==> src/rtl/sfx_tone_sequencer_pkg.sv <==
// ---------------------------------------------------------------------------
// sfx_tone_sequencer_pkg
// Shared definitions for the speaker tone sequencer: effect identifiers,
// note frequencies in Hz, FSM state encoding, tone-word width and a small
// priority helper.
// ---------------------------------------------------------------------------
package sfx_tone_sequencer_pkg;

    localparam int TONE_W = 32;

    typedef logic [1:0] effect_t;

    // Numeric order doubles as priority order: a larger id always wins.
    localparam effect_t EFF_NONE  = 2'd0;
    localparam effect_t EFF_HIT   = 2'd1;
    localparam effect_t EFF_SCORE = 2'd2;
    localparam effect_t EFF_OVER  = 2'd3;

    localparam logic [TONE_W-1:0] NOTE_REST = 32'd0;
    localparam logic [TONE_W-1:0] NOTE_C4   = 32'd262;
    localparam logic [TONE_W-1:0] NOTE_G4   = 32'd392;
    localparam logic [TONE_W-1:0] NOTE_C5   = 32'd523;
    localparam logic [TONE_W-1:0] NOTE_E5   = 32'd659;
    localparam logic [TONE_W-1:0] NOTE_G5   = 32'd784;
    localparam logic [TONE_W-1:0] NOTE_A5   = 32'd880;
    localparam logic [TONE_W-1:0] NOTE_C6   = 32'd1047;
    localparam logic [TONE_W-1:0] NOTE_E6   = 32'd1319;

    typedef enum logic [1:0] {
        ST_IDLE,
        ST_PLAY,
        ST_GAP
    } seq_state_e;

    // Higher-priority of two effect ids; EFF_NONE (0) loses to anything.
    function automatic effect_t maxEffect(input effect_t a, input effect_t b);
        return (a > b) ? a : b;
    endfunction

endpackage

==> src/rtl/sfx_tone_sequencer_if.sv <==
// ---------------------------------------------------------------------------
// sfx_tone_sequencer_if
// Game-event / tone bundle between the game logic (master) and one speaker
// channel sequencer (slave).
//   ev_hit, ev_score, ev_over : one-cycle effect requests (master -> slave)
//   mute                      : level, silences tone       (master -> slave)
//   tone                      : note frequency in Hz       (slave -> master)
//   busy, effect_id, done     : playback status            (slave -> master)
// ---------------------------------------------------------------------------
interface sfx_tone_sequencer_if;
    import sfx_tone_sequencer_pkg::*;

    logic              ev_hit;
    logic              ev_score;
    logic              ev_over;
    logic              mute;
    logic [TONE_W-1:0] tone;
    logic              busy;
    effect_t           effect_id;
    logic              done;

    modport master (
        output ev_hit, ev_score, ev_over, mute,
        input  tone, busy, effect_id, done
    );

    modport slave (
        input  ev_hit, ev_score, ev_over, mute,
        output tone, busy, effect_id, done
    );

endinterface

==> src/rtl/sfx_tone_sequencer_note_rom.sv <==
// ---------------------------------------------------------------------------
// sfx_note_rom
// Combinational note table: (effect, note index) -> {tone in Hz, last flag}.
//   effect_id_i : effect to look up
//   index_i     : note position within the effect
//   tone_o      : note frequency in Hz (0 = rest)
//   last_o      : this index is the final note of the effect
// Unknown effects or indices read as a silent final note so the sequencer
// can never run past the end of a table.
// ---------------------------------------------------------------------------
module sfx_note_rom
    import sfx_tone_sequencer_pkg::*;
(
    input  effect_t           effect_id_i,
    input  logic [2:0]        index_i,
    output logic [TONE_W-1:0] tone_o,
    output logic              last_o
);

    // Table lookup; defaults give a silent terminating entry.
    always_comb begin
        tone_o = NOTE_REST;
        last_o = 1'b1;
        case (effect_id_i)
            EFF_HIT: begin
                case (index_i)
                    3'd0:    begin tone_o = NOTE_A5; last_o = 1'b0; end
                    3'd1:    begin tone_o = NOTE_E6; last_o = 1'b1; end
                    default: ;
                endcase
            end
            EFF_SCORE: begin
                case (index_i)
                    3'd0:    begin tone_o = NOTE_C5; last_o = 1'b0; end
                    3'd1:    begin tone_o = NOTE_E5; last_o = 1'b0; end
                    3'd2:    begin tone_o = NOTE_G5; last_o = 1'b0; end
                    3'd3:    begin tone_o = NOTE_C6; last_o = 1'b1; end
                    default: ;
                endcase
            end
            EFF_OVER: begin
                case (index_i)
                    3'd0:    begin tone_o = NOTE_G5;   last_o = 1'b0; end
                    3'd1:    begin tone_o = NOTE_E5;   last_o = 1'b0; end
                    3'd2:    begin tone_o = NOTE_C5;   last_o = 1'b0; end
                    3'd3:    begin tone_o = NOTE_G4;   last_o = 1'b0; end
                    3'd4:    begin tone_o = NOTE_REST; last_o = 1'b0; end
                    3'd5:    begin tone_o = NOTE_C4;   last_o = 1'b1; end
                    default: ;
                endcase
            end
            default: ;
        endcase
    end

endmodule

==> src/rtl/sfx_tone_sequencer.sv <==
// ---------------------------------------------------------------------------
// sfx_tone_sequencer
// Turns one-cycle game events into timed note sequences for one speaker
// channel. Each note lasts TICKS cycles: TICKS-TICKS/GAP_DIV cycles sounding
// followed by a silent articulation gap. Handles effect priority,
// preemption and a one-deep pending request.
//   clk_i  : system clock
//   rst_ni : asynchronous active-low reset
//   bus    : sfx_tone_sequencer_if.slave (events, mute in; tone/status out)
// ---------------------------------------------------------------------------
module sfx_tone_sequencer
    import sfx_tone_sequencer_pkg::*;
#(
    parameter int CLK_FREQ  = 100_000_000,
    parameter int BEAT_FREQ = 8,
    parameter int GAP_DIV   = 8
) (
    input  logic               clk_i,
    input  logic               rst_ni,
    sfx_tone_sequencer_if.slave bus
);

    localparam int TICKS    = CLK_FREQ / BEAT_FREQ;
    localparam int GAP_LEN  = TICKS / GAP_DIV;
    localparam int PLAY_LEN = TICKS - GAP_LEN;
    localparam int CNT_W    = $clog2(TICKS);

    localparam logic [CNT_W-1:0] PLAY_END = CNT_W'(PLAY_LEN - 1);
    localparam logic [CNT_W-1:0] NOTE_END = CNT_W'(TICKS - 1);

    seq_state_e        state_q,    state_d;
    logic [CNT_W-1:0]  tickCnt_q,  tickCnt_d;
    logic [2:0]        noteIdx_q,  noteIdx_d;
    effect_t           curEff_q,   curEff_d;
    effect_t           pendEff_q,  pendEff_d;
    logic              lastNote_q, lastNote_d;
    logic [TONE_W-1:0] tone_q,     tone_d;

    effect_t           evTop;
    effect_t           evSecond;
    effect_t           startEff;
    logic              effEnd;
    logic [TONE_W-1:0] romTone;

    // The ROM is addressed with the next-state effect/index so the tone
    // register and the last-note flag are ready on the same edge the note
    // begins.
    sfx_note_rom u_rom (
        .effect_id_i (curEff_d),
        .index_i     (noteIdx_d),
        .tone_o      (romTone),
        .last_o      (lastNote_d)
    );

    // Rank this cycle's events: evTop starts or preempts, evSecond is the
    // only other one that can be kept (as pending).
    always_comb begin
        evTop    = EFF_NONE;
        evSecond = EFF_NONE;
        if (bus.ev_over) begin
            evTop = EFF_OVER;
            if (bus.ev_score)    evSecond = EFF_SCORE;
            else if (bus.ev_hit) evSecond = EFF_HIT;
        end else if (bus.ev_score) begin
            evTop = EFF_SCORE;
            if (bus.ev_hit) evSecond = EFF_HIT;
        end else if (bus.ev_hit) begin
            evTop = EFF_HIT;
        end
    end

    // Next-state logic. startEff != NONE means "begin this effect at note 0
    // on the next edge", whether from idle, preemption or effect end.
    always_comb begin
        state_d   = state_q;
        tickCnt_d = tickCnt_q;
        noteIdx_d = noteIdx_q;
        curEff_d  = curEff_q;
        pendEff_d = pendEff_q;
        startEff  = EFF_NONE;
        effEnd    = 1'b0;

        case (state_q)
            ST_IDLE: begin
                if (evTop != EFF_NONE) begin
                    startEff  = evTop;
                    pendEff_d = evSecond;
                end
            end
            ST_PLAY, ST_GAP: begin
                effEnd = (state_q == ST_GAP) && (tickCnt_q == NOTE_END) && lastNote_q;
                if (effEnd) begin
                    // Best of {pending, events} starts; the runner-up is kept.
                    if (pendEff_q > evTop) begin
                        startEff  = pendEff_q;
                        pendEff_d = evTop;
                    end else begin
                        startEff  = evTop;
                        pendEff_d = maxEffect(pendEff_q, evSecond);
                    end
                    if (startEff == EFF_NONE) begin
                        state_d   = ST_IDLE;
                        curEff_d  = EFF_NONE;
                        tickCnt_d = '0;
                        noteIdx_d = '0;
                    end
                end else if (evTop > curEff_q) begin
                    // Preemption: the interrupted effect is simply dropped.
                    startEff  = evTop;
                    pendEff_d = maxEffect(pendEff_q, evSecond);
                end else begin
                    pendEff_d = maxEffect(pendEff_q, evTop);
                    if (state_q == ST_PLAY) begin
                        if (tickCnt_q == PLAY_END) state_d = ST_GAP;
                        tickCnt_d = tickCnt_q + CNT_W'(1);
                    end else if (tickCnt_q == NOTE_END) begin
                        state_d   = ST_PLAY;
                        tickCnt_d = '0;
                        noteIdx_d = noteIdx_q + 3'd1;
                    end else begin
                        tickCnt_d = tickCnt_q + CNT_W'(1);
                    end
                end
            end
            default: state_d = ST_IDLE;
        endcase

        if (startEff != EFF_NONE) begin
            state_d   = ST_PLAY;
            tickCnt_d = '0;
            noteIdx_d = '0;
            curEff_d  = startEff;
        end
    end

    // Tone is only audible while a note is sounding and the channel is not
    // muted; sequencing carries on regardless of mute.
    always_comb begin
        tone_d = '0;
        if ((state_d == ST_PLAY) && !bus.mute) tone_d = romTone;
    end

    // State and output registers.
    always_ff @(posedge clk_i or negedge rst_ni) begin
        if (!rst_ni) begin
            state_q    <= ST_IDLE;
            tickCnt_q  <= '0;
            noteIdx_q  <= '0;
            curEff_q   <= EFF_NONE;
            pendEff_q  <= EFF_NONE;
            lastNote_q <= 1'b0;
            tone_q     <= '0;
        end else begin
            state_q    <= state_d;
            tickCnt_q  <= tickCnt_d;
            noteIdx_q  <= noteIdx_d;
            curEff_q   <= curEff_d;
            pendEff_q  <= pendEff_d;
            lastNote_q <= lastNote_d;
            tone_q     <= tone_d;
        end
    end

    assign bus.tone      = tone_q;
    assign bus.busy      = (state_q != ST_IDLE);
    assign bus.effect_id = curEff_q;
    assign bus.done      = effEnd;

endmodule
==> src/flat_wrapper.sv <==
// flat-port wrapper written by rule: the top's interface ports become plain ports
module sfx_tone_sequencer_flat import sfx_tone_sequencer_pkg::*;
#(
    parameter int CLK_FREQ  = 100_000_000,
    parameter int BEAT_FREQ = 8,
    parameter int GAP_DIV   = 8
)
  (clk_i, rst_ni, bus_ev_hit, bus_ev_score, bus_ev_over, bus_mute, bus_tone, bus_busy, bus_effect_id, bus_done);
  sfx_tone_sequencer_if bus_i ();
  input  logic clk_i;
  input  logic rst_ni;
  input wire logic [$bits(bus_i.ev_hit)-1:0] bus_ev_hit;
  input wire logic [$bits(bus_i.ev_score)-1:0] bus_ev_score;
  input wire logic [$bits(bus_i.ev_over)-1:0] bus_ev_over;
  input wire logic [$bits(bus_i.mute)-1:0] bus_mute;
  output wire logic [$bits(bus_i.tone)-1:0] bus_tone;
  output wire logic [$bits(bus_i.busy)-1:0] bus_busy;
  output wire logic [$bits(bus_i.effect_id)-1:0] bus_effect_id;
  output wire logic [$bits(bus_i.done)-1:0] bus_done;
  assign bus_i.ev_hit = bus_ev_hit;
  assign bus_i.ev_score = bus_ev_score;
  assign bus_i.ev_over = bus_ev_over;
  assign bus_i.mute = bus_mute;
  assign bus_tone = bus_i.tone;
  assign bus_busy = bus_i.busy;
  assign bus_effect_id = bus_i.effect_id;
  assign bus_done = bus_i.done;
  sfx_tone_sequencer #(.CLK_FREQ(CLK_FREQ), .BEAT_FREQ(BEAT_FREQ), .GAP_DIV(GAP_DIV)) u_core (.clk_i(clk_i), .rst_ni(rst_ni), .bus(bus_i));
endmodule
==> config.mk <==
export PLATFORM = sky130hd
export DESIGN_NAME = sfx_tone_sequencer_flat
export DESIGN_NICKNAME = d
export VERILOG_FILES = /design/src/rtl/sfx_tone_sequencer_pkg.sv /design/src/rtl/sfx_tone_sequencer_if.sv /design/src/rtl/sfx_tone_sequencer_note_rom.sv /design/src/rtl/sfx_tone_sequencer.sv /design/src/flat_wrapper.sv
export SDC_FILE = /design/constraint.sdc
export NUM_CORES = 1
export LEC_CHECK = 0
export CAP_MARGIN = 20
export CORE_MARGIN = 2
export CORE_UTILIZATION = 43
export CTS_CLUSTER_SIZE = 10
export DETAILED_ROUTE_END_ITERATION = 16
export DONT_BUFFER_PORTS = 1
export GPL_TIMING_DRIVEN = 0
export PLACE_DENSITY_LB_ADDON = 0.05
export SYNTH_ARGS = -nofsm -noshare
export SYNTH_HDL_FRONTEND = slang
export SYNTH_SLANG_ARGS = --single-unit
==> constraint.sdc <==
create_clock -name clk_i -period 9 [get_ports clk_i]
set_input_delay 1.35 -clock clk_i [delete_from_list [all_inputs] [get_ports clk_i]]
set_output_delay 1.35 -clock clk_i [all_outputs]
set_load 0.02 [all_outputs]
# Word level (Yosys, flattened, before mapping)
# Cells that the tools add are included.
[op_classes] n_lt_le_gt_ge=3 muxes=54 eq_ne=16 reduce_logical=17 n_addsub=2
[op_table] op="$mux 24" n=7
[op_table] op="$mux 2" n=26
[op_table] op="$pmux 10 s5" n=1
[op_table] op="$eq 24x24->1 const B" n=2
[op_table] op="$pmux 11 s4" n=1
[op_table] op="$pmux 11 s3" n=1
[op_table] op="$add 24x1->24 const B" n=1
[op_table] op="$pmux 11 s2" n=1
[op_table] op="$mux 3" n=7
[op_table] op="$pmux 2 s2" n=3
[op_table] op="$mux 11" n=1
[op_table] op="$reduce_bool 2->1" n=5
[op_table] op="$eq 2x1->1 const B" n=3
[op_table] op="$eq 2x2->1 const B" n=3
[op_table] op="$eq 3x2->1 const B" n=2
[op_table] op="$eq 3x3->1 const B" n=2
[op_table] op="$gt 2x2->1" n=3
[op_table] op="$mux 1" n=5
[op_table] op="$reduce_or 5->1" n=1
[op_table] op="$logic_not 2->1" n=2
[op_table] op="$add 3x1->3 const B" n=1
[op_table] op="$eq 3x1->1 const B" n=1
[op_table] op="$logic_and 1x1->1" n=3
[op_table] op="$logic_not 3->1" n=1
[op_table] op="other kinds (9)" n=9
[word_totals] input_bits=6 register_bits=45

# Logic depth before layout (Yosys ltp)
# Gate-level depths: netlist (run 1).
[logic_depth] depth_word=16 mapped_depth=15 ltp_nobuf=13

# Hierarchy
# From an unflattened synthesis (run 1), not the netlist that was laid out.
[hier_totals] cells_unflattened=516 area_unflattened_um2=4381.7
[by_module_without_submodules] mod="sfx_tone_sequencer" cells_each=448 area_per_inst_um2=3913.8 n_inst=1
[by_module_without_submodules] mod="sfx_note_rom" cells_each=68 area_per_inst_um2=467.9 n_inst=1

# Worst setup path before layout (run 1)
# Ideal clock, no wire load.
[synth_timing] path_kind="input to register" from="in bus_ev_score" to="reg u_core.lastNote_q" stages=12 path_slack_ns=4.756 arrival_time_ns=4.140 t_required_ns=8.896 path_cell_list="or2_2 -> clkbuf_1 -> ha_1 -> nor2b_1 -> o21ai_0 -> nand4_1 -> or4_1 -> and3_1 -> clkbuf_1 -> a21oi_1 -> o22ai_1 -> a221oi_1"
[synth_via] elab_chain_len=15 elab_cells_between_ends=37
[synth_rtl] item="start: declaration" line="flat_wrapper.sv:13" source="input wire logic [$bits(bus_i.ev_score)-1:0] bus_ev_score;"
[synth_rtl] item="$mux 2 (*)" line="sfx_tone_sequencer.sv:64" source="end else if (bus.ev_score) begin"
[synth_rtl] item="$mux 2 (*)" line="sfx_tone_sequencer.sv:60" source="if (bus.ev_over) begin"
[synth_rtl] item="$gt 2x2->1" line="sfx_tone_sequencer.sv:94" source="if (pendEff_q > evTop) begin"
[synth_rtl] item="$mux 2" line="sfx_tone_sequencer.sv:94"
[synth_rtl] item="$mux 2" line="sfx_tone_sequencer.sv:92" source="if (effEnd) begin"
[synth_rtl] item="$mux 2" line="sfx_tone_sequencer.sv:83" source="case (state_q)"
[synth_rtl] item="$logic_not 2->1" line="sfx_tone_sequencer.sv:101" source="if (startEff == EFF_NONE) begin"
[synth_rtl] item="$mux 3" line="sfx_tone_sequencer.sv:101"
[synth_rtl] item="$mux 3" line="sfx_tone_sequencer.sv:92"
[synth_rtl] item="$mux 3" line="sfx_tone_sequencer.sv:83"
[synth_rtl] item="$mux 3" line="sfx_tone_sequencer.sv:128" source="if (startEff != EFF_NONE) begin"
[synth_rtl] item="$eq 3x3->1, or another cell as far along" line="sfx_tone_sequencer_note_rom.sv:42" source="case (index_i)"
[synth_rtl] item="$reduce_or 5->1 (no line) or $reduce_or 3->1 (tied branches)"
[synth_rtl] item="$mux 1 (on tied branches)" line="sfx_tone_sequencer_note_rom.sv:42, sfx_tone_sequencer_note_rom.sv:33"
[synth_rtl] item="$pmux 1 s3 (*)" line="sfx_tone_sequencer_note_rom.sv:24" source="case (effect_id_i)"
[synth_rtl] item="net u_core.lastNote_d" line="sfx_tone_sequencer.sv:36" source="logic lastNote_q, lastNote_d;"
[synth_rtl] item="end signal: assignment" line="sfx_tone_sequencer.sv:159" source="lastNote_q <= lastNote_d;"
[synth_rtl] item="end: declaration" line="sfx_tone_sequencer.sv:36"
# The timed path passes the listed nets; every way through them passes the cells marked *. The select of a mux whose other input is x is not followed.
# A chain may end at the register's enable or synchronous reset.

# Worst setup path after layout (run 1)
# Ends and elaborated chain as after synthesis.

==> Implementation_results.wiki, run 1 <==
{| class="wikitable"
! Metric !! Value
|-
| Required arrival time at the worst endpoint || 9.19 ns
|-
| Wirelength, routed || 8.20 mm
|-
| Cell with the most instances after synthesis || dfrtp_1
|-
| Number of synthesized flops with an enable pin || 0
|-
| Total Power Consumption || 0.852 mW
|-
| Maximum number of pins on one net before global-route repair || 46
|-
| Largest cells by area after synthesis || dfrtp_1 (33%), ha_1 (5.2%), buf_4 (4.7%)
|-
| Capturing element type of the critical path || register
|-
| Mapped Area || 0.00338 sq mm
|-
| Vias in the first global route || 2849
|-
| Number of antenna violations at the first check in global routing || 0
|-
| Leakage || 1.60 nW
|-
| Post-synthesis cell count || 395
|-
| Fraction of layout instances using a drive strength above 1 || 12.8%
|-
| Placeable Area || 0.00769 sq mm
|-
| Peak fanout along the critical path || 10
|-
| Number of port buffers || 0
|-
| Number of buffers between clock root and the deepest sink || 2
|-
| Final worst path period share || 52.1%
|-
| Weighted congestion at the end of routability-driven global placement || 0.847
|-
| Drt pass-1 iters || 5
|-
| CTS sink count || 45
|-
| Arrival time of data at the critical path endpoint || 4.88 ns
|-
| Initial cell density of the core || 43.9%
|-
| Post-route worst setup slack || 4.31 ns
|-
| Crit path from || bus_ev_score
|-
| Total number of placement rows || 32
|-
| Die width || 92.6 um
|-
| Worst reg2reg path startpoint || u_core.bus.effect_id[1]
|-
| GR Util All Layers || 20.2%
|-
| Number of setup buffers added after CTS || 0
|-
| Worst hold path type || reg -> reg
|-
| Antenna diode count || 0
|-
| Via Count || 2956
|-
| Setup repair after global routing missed its margin || no
|-
| Source-to-sink clock delay at the later pin of the worst-skew pair || 0.30 ns
|-
| Final critical-path required period || 4.69 ns
|-
| Share of synthesized area occupied by flip-flops and latches || 33.3%
|-
| Synth Register Bits || 45
|-
| DP Wirelength || 5.98 mm
|-
| Area enclosed by the die boundary || 0.00858 sq mm
|-
| Boundary pin count || 42
|-
| Max_slew headroom || 51.1%
|-
| Most area-hungry cell type in the Yosys netlist || dfrtp_1
|-
| Transition time at the pin with the least slew margin || 0.726 ns
|-
| Total global routing overflow || 0
|-
| Final routed DRC violation total || 0
|-
| Number of warning messages in the yosys log || 0
|-
| Hold Vio Cnt, Final || 0
|-
| Initial detailed-routing violation count || 137
|-
| Pre-CTS WS || 4.04 ns
|-
| Worst-case vdd ir drop || 0.000102 V
|-
| Outcome || completed
|-
| Startpoint-to-endpoint class of the critical path || in -> reg
|-
| Commonest cells in the netlist || dfrtp_1 (45), nor2_1 (36), nand2_1 (29)
|-
| Number of H-tree levels || 2
|-
| Clock root buffer || clkbuf_8
|-
| Final worst hold slack || 0.545 ns
|-
| Number of hold buffers added after cts || 0
|-
| TritonCTS Buffers || 5
|-
| Global-route wire length before repair || 14.0 mm
|-
| Fraction of met1 tracks used by global routing || 27.0%
|-
| Grt met2 use || 33.9%
|-
| Setup-violating endpoint count in the final report || 0
|-
| Fmax || 213 MHz
|-
| Kind of start point of the critical path || primary input
|-
| Area delta synth->final || 9.30%
|-
| Met3 track demand over resource in global routing || 3.50%
|-
| Vias per cell || 5.63
|-
| Startpoint of the tightest hold check path || u_core.tickCnt_q[1]
|-
| Maxcap violations || 0
|-
| Count of antenna-violating nets left after detailed routing || 0
|-
| Proportion of netlist area held by the largest area contributor || 33.3%
|-
| Setup total negative slack || 0 ns
|-
| Final Slew Violations || 0
|-
| Synthesized area per cell || 8.55 sq um
|-
| Post-synth cell types || 66
|-
| Dominant register cell in the synthesized netlist || dfrtp_1
|-
| Final #Nets || 442
|-
| Routed WL per cell || 15.6 um
|-
| Most utilized layer in the global route result || met2
|-
| Clock-pin transition on the worst setup and hold timing paths || 0.09 ns
|-
| CTS tree || yes
|-
| Post-cts resize count || 0
|-
| Power Dens Cells || 231 mW/mm^2
|-
| Slack of the worst reg-to-reg path || 5.25 ns
|-
| Die Span Y || 92.6 um
|-
| Async S/R FF share, synth || 100%
|-
| Clock skew || 0.00909 ns
|}
[logic make-up after synthesis]
group	share of synthesized area, %
DFF	33.3
and+or+nand+nor	23.9
adders and majority gates	5.19
buffers and inverters	9.11
AOI/OAI and AO/OA	22.4
xor gates and xnor gates	4.15
muxes	1.85
other	0.111
[flip-flops by register name, summed over array words and instances (netlist names)]
signal and cells:
u_core.bus.tone 11, u_core.tickCnt_q 24, u_core.bus.effect_id 2, u_core.state_q 2, u_core.noteIdx_q 3, u_core.pendEff_q 2, u_core.lastNote_q 1
[worst max-delay path, stage by stage]
cell      delay [ns]
or2_2           0.27
clkbuf_1        0.19
ha_1            0.32
nor2b_1         0.16
o21ai_0         0.58
nand4_1         0.46
or4_1           0.54
and3_1          0.20
clkbuf_1        0.23
a21oi_1         0.18
o22ai_1         0.10
a221oi_1        0.30
[placed cells by master, fill, tap and decap left out, types with 5 or more instances in the layout]
master	count
nor2_1	36
conb_1	21
and2_1	6
dfrtp_1	45
buf_2	5
nand4_1	7
nand2_1	29
a31oi_1	5
and3_1	7
nor2b_1	6
nand3_1	16
a22o_1	6
o211ai_1	7
o21ai_0	18
nor3_1	7
clkbuf_8	5
a211oi_1	12
a2111oi_1	5
nor2_2	5
ha_1	14
buf_4	21
xnor2_1	15
inv_1	21
a21oi_1	22
clkbuf_1	7
[where the power goes]
group / switching (mW) / internal (mW)
registers: 0.0427 / 0.232
logic: 0.280 / 0.139
clock network: 0.0748 / 0.0835
total: 0.397 / 0.454
[final cells by class]
| cell class | instances | area, sq um |
|---|---|---|
| multi-input cells | 313 | 2020 |
| plain buffers | 35 | 225 |
| clock inverters | 2 | 38.8 |
| clock buffers | 6 | 72.6 |
| well taps | 102 | 128 |
| inverters | 22 | 82.6 |
| flip-flops and latches | 45 | 1130 |
| fillers | 783 | 4000 |
[worst paths after layout]
check	endpoint	cells past startpoint
max reg2reg	u_core.lastNote_q	11
min	u_core.tickCnt_q[1]	1
min reg2reg	u_core.tickCnt_q[1]	1
max	u_core.lastNote_q	12
min in group asynchronous	u_core.pendEff_q[0]	0
max in group asynchronous	u_core.tickCnt_q[15]	0
[layer usage]
layer,vias up,part of all wire (%),wire length (um)
met5,-,0,0
met3,6,5.5,448
met1,1418,45,3720
li1,1459,-,-
met4,0,0.98,80
met2,73,48,3950
[stage by stage]
step	instances	cell area [sq um]	util, %
floorplan	415	3450	-
global placement	517	3580	46.6
detailed placement	517	3580	46.6
CTS	525	3690	48.0
global route	525	3690	48.0
finish	525	3690	48.0
(Power assumes the default switching activity.)
==> inputs of run 2 (changes only) <==
- clock period: 9 -> 4.01 ns (I/O delays scaled with it)
==> Implementation_results.wiki, run 2 (synthesis gave the netlist of run 1 again) <==
{| class="wikitable"
! Metric !! Value
|-
| TritonCTS Buffers || 5 (unchanged)
|-
| Flip-flop count of the largest register after layout || 24 (unchanged)
|-
| Slowest cell delay on critical path || 0.46 ns (was 0.58 ns)
|-
| Area delta synth->final || 10.3% (was 9.30%)
|-
| Number of setup buffers added after CTS || 0 (unchanged)
|-
| Count of antenna-violating nets left after detailed routing || 0 (unchanged)
|-
| Final routed DRC violation total || 0 (unchanged)
|-
| Worst reg2reg path startpoint || u_core.tickCnt_q[16] (was u_core.bus.effect_id[1])
|-
| Maxcap violations || 0 (unchanged)
|-
| Startpoint-to-endpoint class of the critical path || in -> reg (unchanged)
|-
| Initial cell density of the core || 43.9% (unchanged)
|-
| Pre-CTS WS || -0.201 ns (was 4.04 ns)
|-
| Total Power Consumption || 1.93 mW (was 0.852 mW)
|-
| Worst hold path type || in -> async (was reg -> reg)
|-
| Final worst path period share || 92.3%
|-
| Antenna diode count || 0 (unchanged)
|-
| Setup repair after global routing missed its margin || no (unchanged)
|-
| Part of the power in registers || 32.0% (was 32.3%)
|-
| Most common library cell in the layout ignoring fill and taps || dfrtp_1 (unchanged)
|-
| Net switching fraction of the power || 46.9% (was 46.6%)
|-
| Die width || 92.6 um (unchanged)
|-
| Hold Vio Cnt, Final || 0 (unchanged)
|-
| Capturing element type of the critical path || register (unchanged)
|-
| Total internal power || 1.02 mW (was 0.454 mW)
|-
| Placeable Area || 0.00769 sq mm (unchanged)
|-
| Vias in the first global route || 2854 (was 2849)
|-
| Peak fanout along the critical path || 10 (unchanged)
|-
| Clock skew || 0.00815 ns (was 0.00909 ns)
|-
| Source-to-sink clock delay at the later pin of the worst-skew pair || 0.30 ns (about the same)
|-
| Proportion of power drawn by combinational gates || 49.5% (was 49.1%)
|-
| Portion of total power attributed to the clock network || 18.5% (was 18.6%)
|-
| Transition time at the pin with the least slew margin || 0.656 ns (was 0.726 ns)
|-
| Clock root buffer || clkbuf_8 (unchanged)
|-
| Largest Register || u_core.tickCnt_q (unchanged)
|-
| Setup-violating endpoint count in the final report || 0 (unchanged)
|-
| Cell type of the slowest stage on the worst timing path || a211oi_1 (was o21ai_0)
|-
| Leakage || 1.61 nW (was 1.60 nW)
|-
| Final critical-path required period || 3.70 ns
|-
| Total global routing overflow || 0 (unchanged)
|-
| Area enclosed by the die boundary || 0.00858 sq mm (unchanged)
|-
| Number of H-tree levels || 2 (unchanged)
|-
| Initial detailed-routing violation count || 133 (was 137)
|-
| CTS sink count || 45 (unchanged)
|-
| DP Wirelength || 5.98 mm (unchanged)
|-
| Final Slew Violations || 0 (unchanged)
|-
| Weighted congestion at the end of routability-driven global placement || 0.847 (unchanged)
|-
| Crit path from || bus_ev_score (unchanged)
|-
| Boundary pin count || 42 (unchanged)
|-
| Die Span Y || 92.6 um (unchanged)
|-
| Number of port buffers || 0 (unchanged)
|-
| Final #Nets || 443 (was 442)
|-
| Global-route wire length before repair || 14.0 mm (about the same)
|-
| Fraction of layout instances using a drive strength above 1 || 13.4% (was 12.8%)
|-
| Chain of cells forming the critical path || or2_2, clkbuf_1, inv_1, ha_1, nand2b_1, a211oi_1, o211ai_1, o21ai_0, o22ai_2, or3_1, a2111oi_1 (was or2_2, clkbuf_1, ha_1, nor2b_1, o21ai_0, nand4_1, or4_1, and3_1, clkbuf_1, a21oi_1, o22ai_1, a221oi_1)
|-
| Clock-pin transition on the worst setup and hold timing paths || 0.09 ns (about the same)
|-
| Total number of placement rows || 32 (unchanged)
|-
| Max_slew headroom || 56.0% (was 51.1%)
|-
| Post-route worst setup slack || 0.307 ns (was 4.31 ns)
|-
| Via Count || 2969 (was 2956)
|-
| Worst-case vdd ir drop || 0.000229 V (was 0.000102 V)
|-
| Power Dens Cells || 517 mW/mm^2 (was 231 mW/mm^2)
|-
| Wirelength, routed || 8.20 mm (about the same)
|-
| Drt pass-1 iters || 4 (was 5)
|-
| GR Util All Layers || 20.2% (about the same)
|-
| Arrival time of data at the critical path endpoint || 3.88 ns (was 4.88 ns)
|-
| Maximum number of pins on one net before global-route repair || 46 (unchanged)
|-
| Most frequent cells in the layout || dfrtp_1 (45), nor2_1 (36), nand2_1 (29) (unchanged)
|-
| Routed WL per cell || 15.6 um (about the same)
|-
| Number of antenna violations at the first check in global routing || 0 (unchanged)
|-
| Required arrival time at the worst endpoint || 4.18 ns (was 9.19 ns)
|-
| Switching power total || 0.903 mW (was 0.397 mW)
|-
| CTS tree || yes (unchanged)
|-
| Outcome || completed (unchanged)
|-
| Kind of start point of the critical path || primary input (unchanged)
|-
| Vias per cell || 5.64 (was 5.63)
|-
| Number of buffers between clock root and the deepest sink || 2 (unchanged)
|-
| Fmax || 270 MHz
|}
==> run 2: cell type report <==
cell class              instances  area [sq um]
fillers                       786          3960
multi-input cells             313          2030
plain buffers                  35           226
repair buffers                  1          27.5
clock inverters                 2          38.8
flip-flops and latches         45          1130
well taps                     102           128
inverters                      22          82.6
clock buffers                   6          72.6
==> run 2: final timing paths <==
path | endpoint | slack (ns) | depth (start not counted)
worst min register to register | u_core.tickCnt_q[1] | 0.54 | 1
min in group clk_i | u_core.tickCnt_q[1] | 0.54 | 1
max in group asynchronous | u_core.tickCnt_q[20] | 3.66 | 1
worst max register to register | u_core.bus.tone[10] | 0.45 | 8
worst min-delay path | u_core.pendEff_q[0] | 0.13 | 1
worst max-delay path | u_core.bus.tone[10] | 0.31 | 11
==> run 2: power groups by stage <==
stage	combinational, mW	sequential (mW)	clock (mW)
floorplan	0.715	0.613	0
global placement	0.917	0.626	0
detailed placement	0.927	0.627	0
CTS	0.945	0.618	0.371
global route	1.04	0.626	0.392
finish	0.953	0.616	0.356
==> run 2: critical path: cells and delay by family <==
kind | cells | cell delay [ns]
compound gates | 5 | 1.82
fa+ha+maj | 1 | 0.25
buf+inv | 2 | 0.35
simple gates | 3 | 0.86
==> run 2: repair_timing <==
item	4_1_cts	5_1_grt
endpoints found under the hold margin	45	0
resized for setup	0	3
setup endpoints to repair	0	13
hold buffers	1	0
==> run 2: routing by layer <==
metal / vias to the layer above / global-route usage (%) / routed length (um)
li1: 1459 / - / -
met2: 94 / 33.9 / 3920
met1: 1409 / 27.1 / 3670
met4: 0 / 5.51 / 90
met5: - / 0 / 0
met3: 7 / 3.42 / 505
==> run 2: per-stage QoR <==
stage               hold slack (ns)  instances  setup TNS (ns)  area (sq um)  util, %
floorplan                     0.306        415               0          3450        -
global placement              0.307        517          -0.744          3580     46.6
detailed placement            0.307        517          -0.920          3580     46.6
CTS                           0.136        526               0          3720     48.4
global route                  0.136        526               0          3730     48.5
finish                        0.130        526               0          3730     48.5
==> inputs of run 3 (changes only) <==
- CORE_UTILIZATION: 43 -> 29
==> Implementation_results.wiki, run 3 (synthesis gave the netlist of run 1 again) <==
{| class="wikitable"
! Metric !! Value
|-
| Kind of start point of the critical path || primary input (unchanged)
|-
| Area delta synth->final || 14.8% (was 10.3%)
|-
| Final worst path period share || 92.9% (was 92.3%)
|-
| Slack of the worst reg-to-reg path || 0.45 ns (about the same)
|-
| Fraction of layout instances using a drive strength above 1 || 14.1% (was 13.4%)
|-
| Fmax || 269 MHz (was 270 MHz)
|-
| Setup repair after global routing missed its margin || no (unchanged)
|-
| Boundary pin count || 42 (unchanged)
|-
| Total global routing overflow || 0 (unchanged)
|-
| Total number of placement rows || 39 (was 32)
|-
| Final routed DRC violation total || 0 (unchanged)
|-
| Clock skew || 0.00641 ns (was 0.00815 ns)
|-
| CTS tree || yes (unchanged)
|-
| Total Power Consumption || 2.13 mW (was 1.93 mW)
|-
| Met2 WL || 4.35 mm (was 3.92 mm)
|-
| FF/Latch Area || 0.00113 sq mm (unchanged)
|-
| Outcome || completed (unchanged)
|-
| Clock root buffer || clkbuf_16 (was clkbuf_8)
|-
| Largest Register || u_core.tickCnt_q (unchanged)
|-
| Capturing element type of the critical path || register (unchanged)
|-
| Area used by multi-input combinational logic || 0.00203 sq mm (about the same)
|-
| Clock-pin transition on the worst setup and hold timing paths || 0.07 ns (was 0.09 ns)
|-
| Final Slew Violations || 0 (unchanged)
|-
| Die Span Y || 112 um (was 92.6 um)
|-
| Flip-flop count of the largest register after layout || 24 (unchanged)
|-
| Max_slew headroom || 52.8% (was 56.0%)
|-
| Transition time at the pin with the least slew margin || 0.706 ns (was 0.656 ns)
|-
| FILL cells || 1203 (was 786)
|-
| Count of antenna-violating nets left after detailed routing || 0 (unchanged)
|-
| Worst hold path type || in -> async (unchanged)
|-
| Required arrival time at the worst endpoint || 4.23 ns (was 4.18 ns)
|-
| Vias in the first global route || 2942 (was 2854)
|-
| Antenna diode count || 0 (unchanged)
|-
| Total length of routed met3 wires || 313 um (was 505 um)
|-
| Vias per cell || 5.10 (was 5.64)
|-
| Placeable Area || 0.0114 sq mm (was 0.00769 sq mm)
|-
| Power Dens Cells || 550 mW/mm^2 (was 517 mW/mm^2)
|-
| GR Util All Layers || 15.2% (was 20.2%)
|-
| Initial detailed-routing violation count || 166 (was 133)
|-
| Worst reg2reg path endpoint || u_core.tickCnt_q[12] (was u_core.bus.tone[10])
|-
| Number of antenna violations at the first check in global routing || 0 (unchanged)
|-
| DP Wirelength || 6.67 mm (was 5.98 mm)
|-
| Highest metal layer used by the detailed router || met4 (unchanged)
|-
| Count of cells along the worst register-to-register path || 12 (was 8)
|-
| Global-route wire length before repair || 15.4 mm (was 14.0 mm)
|-
| Drt pass-1 iters || 4 (unchanged)
|-
| Hold Vio Cnt, Final || 0 (unchanged)
|-
| Total routed wire length on the met1 layer || 4.50 mm (was 3.67 mm)
|-
| Util after Layout || 34.1% (was 48.5%)
|-
| Wirelength, routed || 9.24 mm (was 8.20 mm)
|-
| CTS sink count || 45 (unchanged)
|-
| Source-to-sink clock delay at the later pin of the worst-skew pair || 0.29 ns (was 0.30 ns)
|-
| Via Count || 2907 (was 2969)
|-
| Number of buffers between clock root and the deepest sink || 2 (unchanged)
|-
| Maxcap violations || 0 (unchanged)
|-
| Initial cell density of the core || 29.7% (was 43.9%)
|-
| Worst reg2reg path startpoint || u_core.tickCnt_q[16] (unchanged)
|-
| Final critical-path required period || 3.72 ns (was 3.70 ns)
|-
| Weighted congestion at the end of routability-driven global placement || 0.854 (was 0.847)
|-
| Die width || 112 um (was 92.6 um)
|-
| Final #Nets || 446 (was 443)
|-
| Peak fanout along the critical path || 10 (unchanged)
|-
| TritonCTS Buffers || 5 (unchanged)
|-
| Maximum number of pins on one net before global-route repair || 35 (was 46)
|-
| Leakage || 1.66 nW (was 1.61 nW)
|-
| Most common library cell in the layout ignoring fill and taps || dfrtp_1 (unchanged)
|-
| Arrival time of data at the critical path endpoint || 3.94 ns (was 3.88 ns)
|-
| Worst-case vdd ir drop || 0.000214 V (was 0.000229 V)
|-
| Most frequent cells in the layout || dfrtp_1 (45), nor2_1 (36), nand2_1 (29) (unchanged)
|-
| Number of port buffers || 0 (unchanged)
|-
| Startpoint-to-endpoint class of the critical path || in -> reg (unchanged)
|-
| Number of H-tree levels || 2 (unchanged)
|-
| Setup-violating endpoint count in the final report || 0 (unchanged)
|-
| Area enclosed by the die boundary || 0.0125 sq mm (was 0.00858 sq mm)
|-
| Routed WL per cell || 16.2 um (was 15.6 um)
|}
## run 3: area by class of cell
cell class	instances	share of cell area, %
clock buffer	5	3.23
inverter	22	2.13
buffer	35	5.81
sequential	45	29.0
timing repair buffer	4	1.16
clock inverter	3	1.68
multi-input combinational	313	52.3
tap	143	4.61
## run 3: how the worst max path moves through the flow
stage | start | to | slack, ns | depth (start not counted)
after floorplan | bus_ev_score | u_core.lastNote_q | 0.51 | 12
after global placement | bus_ev_score | u_core.bus.tone[10] | -0.29 | 11
after detailed placement | bus_ev_score | u_core.bus.tone[10] | -0.23 | 11
after CTS | bus_ev_score | u_core.bus.tone[10] | 0.06 | 11
final | bus_ev_score | u_core.tickCnt_q[12] | 0.29 | 15
after global routing | bus_ev_score | u_core.tickCnt_q[14] | 0.004 | 15
## run 3: metrics by stage
stage	cells	area [sq um]	worst slack (ns)	hold WS (ns)	TNS [ns]
after floorplan	415	3450	0.515	0.306	0
after global placement	558	3630	-0.289	0.307	-1.45
after detailed placement	558	3630	-0.226	0.307	-1.20
after CTS	568	3850	0.0632	0.147	0
after global routing	570	3880	0.00415	0.152	0
final	570	3880	0.286	0.141	0
## run 3: critical path: stages
cell and delay, ns:
or2_2 0.27, clkbuf_1 0.18, inv_1 0.14, ha_1 0.25
nand2b_1 0.19, a211oi_1 0.49, nor4_2 0.11, a221o_2 0.45
o21ai_2 0.21, buf_6 0.18, nand2_1 0.14, and2_1 0.21
clkbuf_2 0.17, buf_2 0.23, nor2_1 0.12
## run 3: layer usage
metal  global-route usage, %  up-vias
met2                    25.4       41
met4                    3.17        0
met3                    2.40        6
met1                    20.8     1396
met5                       0        -
li1                        -     1464
## run 3: power by group
part	leakage, nW	switching [mW]	internal, mW
registers	0.602	0.0994	0.521
clock network	0.0938	0.189	0.356
logic	0.966	0.652	0.317
## run 3: what timing repair did
action,4_1_cts,5_1_grt
hold buffers,2,0
gates resized for setup,0,3
endpoints found under the setup margin,0,19
buffers inserted,0,2
hold endpoints to repair,34,0
